==> src/rtl/lynx_pkg.sv <==
// lynx_pkg: shared error/throttle enums and packet field-position helpers for the Lynx sink
// Ports: none (package).
package lynx_pkg;
  typedef enum logic [1:0] {NONE = 2'd0, MISROUTE = 2'd1, BAD_ID = 2'd2, SEQ = 2'd3} err_e;
  typedef enum logic {RUN = 1'b0, STALL = 1'b1} thr_e;
  function automatic int src_pos(int w, int a);
    return w - 1;
  endfunction
  function automatic int dst_pos(int w, int a);
    return w - 1 - a;
  endfunction
  function automatic int id_pos(int w, int a);
    return w - 1 - 2 * a;
  endfunction
  function automatic int cw(int w, int a);
    return w - 2 * a - 8;
  endfunction
endpackage

==> src/rtl/ora_seq_table.sv <==
// ora_seq_table: per-source expected-sequence register file, every entry resets to 1
// Ports: clk, rst, rd_id_i -> rd_data_o (combinational read), we_i/wr_id_i/wr_data_i (write).
module ora_seq_table
  import lynx_pkg::*;
#(
  parameter int NUM_IDS = 4,
  parameter int CW      = 16,
  parameter int IW      = 2
) (
  input  logic          clk,
  input  logic          rst,
  input  logic [IW-1:0] rd_id_i,
  output logic [CW-1:0] rd_data_o,
  input  logic          we_i,
  input  logic [IW-1:0] wr_id_i,
  input  logic [CW-1:0] wr_data_i
);
  logic [CW-1:0] mem_q [NUM_IDS];
  always_ff @(posedge clk) begin
    if (rst) begin
      for (int i = 0; i < NUM_IDS; i++) mem_q[i] <= CW'(1);
    end else if (we_i) begin
      mem_q[wr_id_i] <= wr_data_i;
    end
  end
  assign rd_data_o = mem_q[rd_id_i];
endmodule

==> config.mk <==
export PLATFORM = sky130hd
export DESIGN_NAME = ora_seq_table
export DESIGN_NICKNAME = d
export VERILOG_FILES = /design/src/rtl/lynx_pkg.sv /design/src/rtl/ora_seq_table.sv
export SDC_FILE = /design/constraint.sdc
export NUM_CORES = 1
export LEC_CHECK = 0
export CORE_UTILIZATION = 38
export CTS_CLUSTER_SIZE = 30
export DETAILED_ROUTE_END_ITERATION = 8
export PLACE_DENSITY = 0.61
export SYNTH_ARGS = -nofsm -noshare
export SYNTH_HDL_FRONTEND = slang
export SYNTH_SLANG_ARGS = --single-unit
==> constraint.sdc <==
create_clock -name clk -period 2.5 [get_ports clk]
set_input_delay 0.5 -clock clk [delete_from_list [all_inputs] [get_ports clk]]
set_output_delay 0.5 -clock clk [all_outputs]
set_load 0.01 [all_outputs]
==> impl_metrics.py <==
metrics = {
    "status": {
        "status": "finished clean",
    },
    "sta": {
        "fmaxAchievable_mhz": 421,
        "min_period_ps": 2380,
        "setup_viol": 0,
        "finalCritPeriodShare_pct": 95.1,
        "worstMarginPinSlew_ps": 601,
        "slew_headroom_pct": 59.9,
        "maxSlewViolCount": 0,
        "rsz0062_at_grt": "no",
        "fin_ws_ps": 123,
        "finalHoldViolCount": 0,
    },
    "logic_synthesis": {
        "yosysSeqAreaShare_pct": 66.2,
        "ys_seq_elements": 64,
        "synth_cells": 162,
        "syn_avg_cell_area_sq_um": 17.9,
        "syn_nets": 185,
        "synth.distinct_cells": 16,
        "yosys_warnings": 0,
        "synthesis.area_sq_um": 2900,
    },
    "floorplanning": {
        "die_x_um": 89.4,
        "die_area_sq_um": 7990,
        "core_area_sq_um": 7330,
        "fp-row-count": 31,
        "ioPinCount": 39,
        "dieHeight_um": 89.4,
        "start_util_pct": 39.6,
    },
    "clocking": {
        "cts_hold_buf": 0,
        "clockBufferDepth": 2,
        "cts_root_buffer": "clkbuf_8",
        "cts_tree": "built",
        "cts_buffers": 9,
        "htree_levels": 3,
        "cts_sinks": 64,
        "clkTransAtPathRegs_ps": 70,
    },
    "cells_and_area": {
        "most-common-layout-cells": "64 x edfxtp_1, 60 x and2_1, 21 x clkdlybuf4s50_1",
        "top_regs": "mem_q (64)",
        "antenna_cells": 0,
        "regMostFlops": "mem_q",
        "area_delta_synth_final_pct": 23.7,
        "n_fill_cell": 601,
        "final_common_cell": "edfxtp_1",
        "largest_reg_flops": 64,
        "finish.utilization_pct": 49.0,
        "final_net_count": 238,
        "drive_gt1_share_pct": 15.5,
    },
    "grt": {
        "use_met3_pct": 2.68,
        "top_usage_layer": "met2",
        "grt.overflow.total": 0,
        "antenna_found_initial": 0,
        "grt_pass1_vias": 1635,
        "grt_use_total_pct": 15.2,
        "grt_pass1_wl_um": 8370,
        "use_met1_pct": 18.1,
        "met2_usage_pct": 26.2,
        "grt_max_degree": 17,
    },
    "routing": {
        "wl_per_cell_um": 17.3,
        "ant_nets": 0,
        "drt_iter0_markers": 56,
        "drt_pass1_iterations": 5,
        "drt-total-wl_um": 5510,
        "drc": 0,
        "via_count": 1536,
        "vias_per_cell": 4.83,
    },
    "worst_setup_path": {
        "critPathMaxFanout": 8,
        "worst_ep_required_time_ps": 2000,
        "path_class": "primary input to output pin",
        "endpoint_kind": "output pin",
        "worstPathArrival_ps": 1880,
        "crit_path_start_kind": "primary input",
    },
    "hold_path": {
        "hold_path_class": "primary input to flop",
    },
    "placed_design": {
        "gp_congestion": 0.669,
        "pre_cts_ws_ps": -324,
        "dpl.hpwl_um": 3250,
        "port-buffer-count": 38,
    },
    "pwr": {
        "vdd_drop_max_mv": 0.341,
        "power.density_cell_area_nw_per_um2": 627,
        "power.total_w": 0.00225,
        "power_leakage_nw": 1.34,
    },
    "run": {
        "maxCapViolations": 0,
    },
}
[final timing paths]
kind	from	endpoint	slack (ps)	cells past startpoint
hold / removal	wr_data_i[0]	mem_q[2][0]$_SDFFCE_PN1P_	890	2
setup / recovery	rd_id_i[0]	rd_data_o[9]	120	5
[through the flow]
step	hold WS [ps]	cell area (sq um)	TNS [ps]	cells
2_1_floorplan	672	2900	0	162
3_3_place_gp	1210	3410	-4310	296
3_5_place_dp	1230	3410	-4170	296
4_1_cts	881	3590	0	318
5_1_grt	902	3590	0	318
6_report	891	3590	0	318
[critical path, stage by stage]
cell and delay [ps]:
dlygate4sd2_1 250, buf_12 130, buf_4 140, mux4_1 550, dlygate4sd2_1 300
[metal layers]
| layer | vias to the layer above | part of all wire [%] |
|---|---|---|
| met1 | 766 | 44 |
| met3 | 7 | 2.8 |
| met2 | 36 | 52 |
| met4 | 0 | 1.5 |
| li1 | 727 | - |
| met5 | - | 0 |
[synth_stat cells, drive strengths merged]
library cell | instances | area share, %
mux4 | 16 | 14
a31o | 2 | 0.60
and2b | 1 | 0.26
and4bb | 2 | 0.86
nand2b | 4 | 0.86
buf | 3 | 1.3
or2b | 1 | 0.26
o21bai | 2 | 0.52
clkbuf | 5 | 0.78
inv | 1 | 0.13
nor4b | 1 | 0.82
and2 | 60 | 13
edfxtp | 64 | 66
[area by class of cell]
type	instances	area [sq um]	area share [%]
Clock buffer	10	128	3.56
Clock inverter	5	25.0	0.697
Inverter	1	3.75	0.105
Multi-Input combinational cell	89	910	25.3
Sequential cell	64	1920	53.6
Tap cell	99	124	3.45
Timing Repair Buffer	50	477	13.3
[power breakdown]
part | total, W | internal [W] | switching (W)
combinational | 0.000257 | 0.000141 | 0.000116
clock | 0.000706 | 0.000345 | 0.000361
sequential | 0.00129 | 0.00127 | 0.0000180
total | 0.00225 | 0.00175 | 0.000496
[cell families after synthesis]
| logic type | after synthesis | share of synthesized area, % |
|---|---|---|
| AND/OR/NAND/NOR | 69 | 16.0 |
| flip-flops | 64 | 66.2 |
| multiplexers | 16 | 14.5 |
| buffers and inverters | 9 | 2.16 |
| AO/OA/AOI/OAI | 4 | 1.12 |
[timing repair]
item / 4_1_cts / 5_1_grt
endpoints found under the setup margin: 16 / 0
setup buffers: 7 / 0
gates resized for setup: 21 / 0
Note: power is estimated with default switching activity, not from simulation.
